==> config.mk <==
export PLATFORM = sky130hd
export DESIGN_NAME = mem_bus_arbiter
export DESIGN_NICKNAME = d
export VERILOG_FILES = /design/src/rtl/mem_bus_arbiter.sv
export SDC_FILE = /design/constraint.sdc
export NUM_CORES = 1
export LEC_CHECK = 0
export BUFFER_PORTS_ARGS = -buffer_cell sky130_fd_sc_hd__buf_2
export CORE_MARGIN = 2
export CORE_UTILIZATION = 53
export CTS_BUF_LIST = sky130_fd_sc_hd__clkbuf_8
export DETAILED_ROUTE_END_ITERATION = 10
export MAX_ROUTING_LAYER = met4
export PLACE_DENSITY = 0.88
export SLEW_MARGIN = 0
export SYNTH_ARGS = -nofsm -noshare
export SYNTH_HDL_FRONTEND = slang
export SYNTH_SLANG_ARGS = --single-unit
==> constraint.sdc <==
create_clock -name clk -period 3.1 [get_ports clk]
set_input_delay 0.31 -clock clk [delete_from_list [all_inputs] [get_ports clk]]
set_output_delay 0.31 -clock clk [all_outputs]
set_load 0.1 [all_outputs]
==> src/rtl/mem_bus_arbiter.sv <==
// rtl/mem_bus_arbiter.sv - shares one ack-terminated memory bus between fetch and data ports
// Data requests have priority; a flushed fetch still completes on the bus but is not acknowledged.
module mem_bus_arbiter #(
  parameter int ADDR_W         = 32,
  parameter int DATA_W         = 32,
  parameter int TIMEOUT_CYCLES = 255
) (
  input  logic              clk,
  input  logic              rst,
  input  logic              if_req_i,
  input  logic [ADDR_W-1:0] if_addr_i,
  output logic [DATA_W-1:0] if_rdata_o,
  output logic              if_ack_o,
  input  logic              mem_req_i,
  input  logic              mem_we_i,
  input  logic [3:0]        mem_sel_i,
  input  logic [ADDR_W-1:0] mem_addr_i,
  input  logic [DATA_W-1:0] mem_wdata_i,
  output logic [DATA_W-1:0] mem_rdata_o,
  output logic              mem_ack_o,
  input  logic              flush_i,
  output logic              bus_req_o,
  output logic              bus_we_o,
  output logic [3:0]        bus_sel_o,
  output logic [ADDR_W-1:0] bus_addr_o,
  output logic [DATA_W-1:0] bus_wdata_o,
  input  logic [DATA_W-1:0] bus_rdata_i,
  input  logic              bus_ack_i,
  output logic              bus_err_o,
  output logic              stallreq_o
);

  typedef enum logic [1:0] {IDLE, IF_BUSY, MEM_BUSY, DONE} state_t;

  state_t      r_state;
  logic [7:0]  r_cnt;
  logic        r_drop;
  logic        w_timeout;
  logic [DATA_W-1:0] w_rdata;

  // The busy cycle that sees the counter at TIMEOUT_CYCLES-1 is the TIMEOUT_CYCLES-th one.
  assign w_timeout = (r_cnt == 8'(TIMEOUT_CYCLES - 1));
  assign w_rdata   = bus_ack_i ? bus_rdata_i : {DATA_W{1'b0}};

  assign stallreq_o = (if_req_i & ~if_ack_o & ~flush_i) | (mem_req_i & ~mem_ack_o);

  always_ff @(posedge clk or negedge rst) begin
    if (!rst) begin
      r_state     <= IDLE;
      r_cnt       <= 8'd0;
      r_drop      <= 1'b0;
      bus_req_o   <= 1'b0;
      bus_we_o    <= 1'b0;
      bus_sel_o   <= 4'b0000;
      bus_addr_o  <= {ADDR_W{1'b0}};
      bus_wdata_o <= {DATA_W{1'b0}};
      if_ack_o    <= 1'b0;
      mem_ack_o   <= 1'b0;
      if_rdata_o  <= {DATA_W{1'b0}};
      mem_rdata_o <= {DATA_W{1'b0}};
      bus_err_o   <= 1'b0;
    end else begin
      case (r_state)
        IDLE: begin
          r_cnt <= 8'd0;
          if (mem_req_i) begin
            r_state     <= MEM_BUSY;
            bus_req_o   <= 1'b1;
            bus_we_o    <= mem_we_i;
            bus_sel_o   <= mem_sel_i;
            bus_addr_o  <= mem_addr_i;
            bus_wdata_o <= mem_wdata_i;
          end else if (if_req_i && !flush_i) begin
            r_state    <= IF_BUSY;
            bus_req_o  <= 1'b1;
            bus_we_o   <= 1'b0;
            bus_sel_o  <= 4'b1111;
            bus_addr_o <= if_addr_i;
          end
        end
        IF_BUSY, MEM_BUSY: begin
          if (r_state == IF_BUSY && flush_i) r_drop <= 1'b1;
          if (bus_ack_i || w_timeout) begin
            r_state   <= DONE;
            bus_req_o <= 1'b0;
            bus_err_o <= ~bus_ack_i;
            if (r_state == MEM_BUSY) begin
              mem_ack_o   <= 1'b1;
              mem_rdata_o <= w_rdata;
            end else if (!(r_drop || flush_i)) begin
              if_ack_o   <= 1'b1;
              if_rdata_o <= w_rdata;
            end
          end else begin
            r_cnt <= r_cnt + 8'd1;
          end
        end
        DONE: begin
          r_state     <= IDLE;
          r_drop      <= 1'b0;
          if_ack_o    <= 1'b0;
          mem_ack_o   <= 1'b0;
          if_rdata_o  <= {DATA_W{1'b0}};
          mem_rdata_o <= {DATA_W{1'b0}};
          bus_err_o   <= 1'b0;
        end
        default: r_state <= IDLE;
      endcase
    end
  end

endmodule

==> summary.txt <==
Outcome
  • Status: completed

Global routing
  • Total Routing Usage GR: 26.4%
  • First-pass GRT wire length: 25.4 mm
  • Vias in the first global route: 5,205
  • Largest net degree at the start of global routing: 79
  • Initial antenna violation count: 1
  • Grt total ovfl: 0

Yosys
  • Syn avg cell area: 11.9 um2
  • Synthesized area: 0.00624 mm2
  • Seq cells post-synth: 148
  • Synth cell types: 38
  • Synth top area share: 59.4%
  • Synth warnings: 0
  • Mapped Cells: 523
  • Syn Nets: 669
  • Post-synthesis sequential area ratio: 59.4%
  • Dominant cells by area after synthesis: dfrtp_1 59%, mux2i_1 11%, mux2_1 6.0%
  • Cell taking the most area after synthesis: dfrtp_1

Floorplanning
  • Initial core utilization: 54.4%
  • Total core area: 0.0115 mm2
  • Die area: 0.0127 mm2
  • Num ports: 277
  • Die span in x: 112 um
  • # rows: 39
  • Chip Height: 112 um

CTS
  • CTS tree: yes
  • Longest Clk Path Bufs: 2
  • Htree depth: 4
  • Later-pin clock latency in the skew report: 0.44 ns
  • Total clock sinks: 148
  • Clock slew at reported path FFs: 0.08 ns
  • Setup Buffers After CTS: 0
  • CTS Root Cell: clkbuf_8
  • CTS buffer count: 17
  • Post-CTS sizing: 0

Final layout
  • Area of the multi-input gates: 0.00224 mm2
  • Fin area: 0.00817 mm2
  • Synth-to-Final Area Change: 31.0%
  • Register area: 0.00370 mm2
  • FILL cells: 795
  • Layout cells sized above 1: 39.4%
  • Final-stage net count: 941

Timing
  • Clk_skew: 0.00966 ns
  • Max Fclk: 374 MHz
  • Setup violators final: 0
  • Fin crit share: 86.4%
  • Unrepaired setup endpoints after global routing: no
  • Final WS setup: 0.423 ns
  • Slew headroom: 34.4%
  • Slew @ Worst Pin: 0.984 ns
  • Post-route setup TNS: 0 ns
  • Tmin final: 2.68 ns
  • Final Max Slew Viols: 0
  • Final Hold Vio Count: 0

Routing
  • Iteration-0 DRC Markers: 377
  • DR WL/cell: 16.8 um
  • Residual DRC count: 0
  • Drt pass-1 iters: 6
  • DR vias/cell: 5.32
  • Final ANT Viol Nets: 0
  • Routed WL: 16.0 mm
  • Vias after detailed routing: 5,058

Min path
  • Hold Path Class: in -> reg

Job
  • MaxCap Viol Count: 0

Placement
  • I/O Buffers: 276
  • Area after DPL: 0.00773 mm2
  • Placer Congestion: 0.875
  • DPL Wire Length: 11.8 mm
  • Pre-CTS setup slack: 0.449 ns

Critical path
  • CP arrival: 3.02 ns
  • R2R Setup Slk: 0.42 ns
  • Crit path kind: reg -> reg
  • Crit-path max FO: 33
  • Crit-path cells: inv_1 > ha_1 > nand2b_1 > a41oi_1 > or3_2 > mux2i_1
  • CP top delay family: simple AND/OR/NAND/NOR gates
  • CP bufs+invs: 1
  • Crit-path max cell delay: 0.81 ns
  • Crit path required time: 3.45 ns
  • Endpoint class of the critical path: flip-flop
  • Worst setup SP type: flip-flop
  • Critical path's slowest cell: or3_2
## kinds of logic after synthesis
family / after synthesis / share of synthesized area [%]
multiplexers: 102 / 17.0
AO/OA/AOI/OAI: 94 / 10.5
AND/OR/NAND/NOR: 100 / 6.76
adder cells (fa/ha/maj): 7 / 1.40
flip-flops: 148 / 59.4
buffers and inverters: 72 / 4.93
## metrics by stage
step	instances	util, %	hold WS, ns
final	951	71.3	0.0702
after global routing	951	71.3	0.0495
after CTS	950	71.2	0.0449
after detailed placement	918	67.4	0.383
after global placement	918	67.4	0.379
after floorplan	523	-	0.0144
## layout make-up
cell class,count,share of cell area [%]
antenna,1,0.0306
clock buffer,19,3.20
clock inverter,12,2.02
inverter,38,1.75
multi-input combinational,303,27.5
sequential,148,45.3
tap,143,2.19
timing repair buffer,287,18.0
## path summary, 6_finish.rpt
path	cells after the start	startpoint	end
worst max-delay path	6	r_state[0]$_DFFE_PN0P_	if_rdata_o[17]$_DFFE_PN0P_
worst min-delay path	2	mem_wdata_i[2]	bus_wdata_o[2]$_DFFE_PN0P_
worst max register to register	6	r_state[0]$_DFFE_PN0P_	if_rdata_o[17]$_DFFE_PN0P_
worst min register to register	2	bus_addr_o[25]$_DFFE_PN0P_	bus_addr_o[25]$_DFFE_PN0P_
max in group asynchronous	3	rst	if_rdata_o[8]$_DFFE_PN0P_
min in group asynchronous	2	rst	mem_rdata_o[11]$_DFFE_PN0P_
## cells in the mapped netlist (all sizes together)
cell	instances
a211o	1
ha	7
clkbuf	17
mux2i	69
o22ai	1
o22a	4
nor3	3
a32o	1
a21boi	1
a221o	1
o21ai	40
or3	2
nand2	72
dfrtp	148
a22o	32
o41ai	1
o2bb2ai	1
o211a	1
nor2	5
nand4	1
a41o	1
and3	2
a41oi	1
a21bo	1
and4	1
a21oi	4
a21o	1
buf	17
nor2b	3
nand3	8
nand2b	3
a31oi	2
mux2	33
inv	38
## layout by cell type (no fill, tap or decap), drive strengths merged, types with 2 or more instances in the layout
cell type  Yosys  final
nand3          8      8
nor2           5      5
clkinv         0      3
a22o          32     32
and3           2      2
or3            2      2
a21oi          4      4
a31oi          2      2
nor3           3      3
clkbuf        17     19
nand2b         3      3
inv           38     42
buf           17    286
nor2b          3      3
mux2          33     33
o22a           4      4
mux2i         69     69
nand2         72     72
bufinv         0      4
ha             7      7
o21ai         40     40
dfrtp        148    148
## metal layers
metal / global-route usage (%) / wire length [um] / vias up
met4: 10.1 / 357 / 0
met3: 8.05 / 1250 / 30
met5: - / 0 / -
met1: 29.5 / 6160 / 2441
met2: 44.9 / 8200 / 239
li1: - / - / 2348
## flip-flops by register name, indices dropped and copies added (netlist names)
register / flops
mem_ack_o: 1
bus_sel_o: 4
bus_addr_o: 32
if_ack_o: 1
bus_err_o: 1
r_state: 2
bus_we_o: 1
bus_req_o: 1
mem_rdata_o: 32
bus_wdata_o: 32
if_rdata_o: 32
r_drop: 1
r_cnt: 8
## repair_timing
| action | 4_1_cts | 5_1_grt |
|---|---|---|
| hold buffers | 1 | 0 |
| endpoints found under the setup margin | 0 | 0 |
| hold endpoints to repair | 76 | 0 |
Power is not shown: default switching activity piles up to over one toggle a cycle in this logic, so the estimate is an artifact.
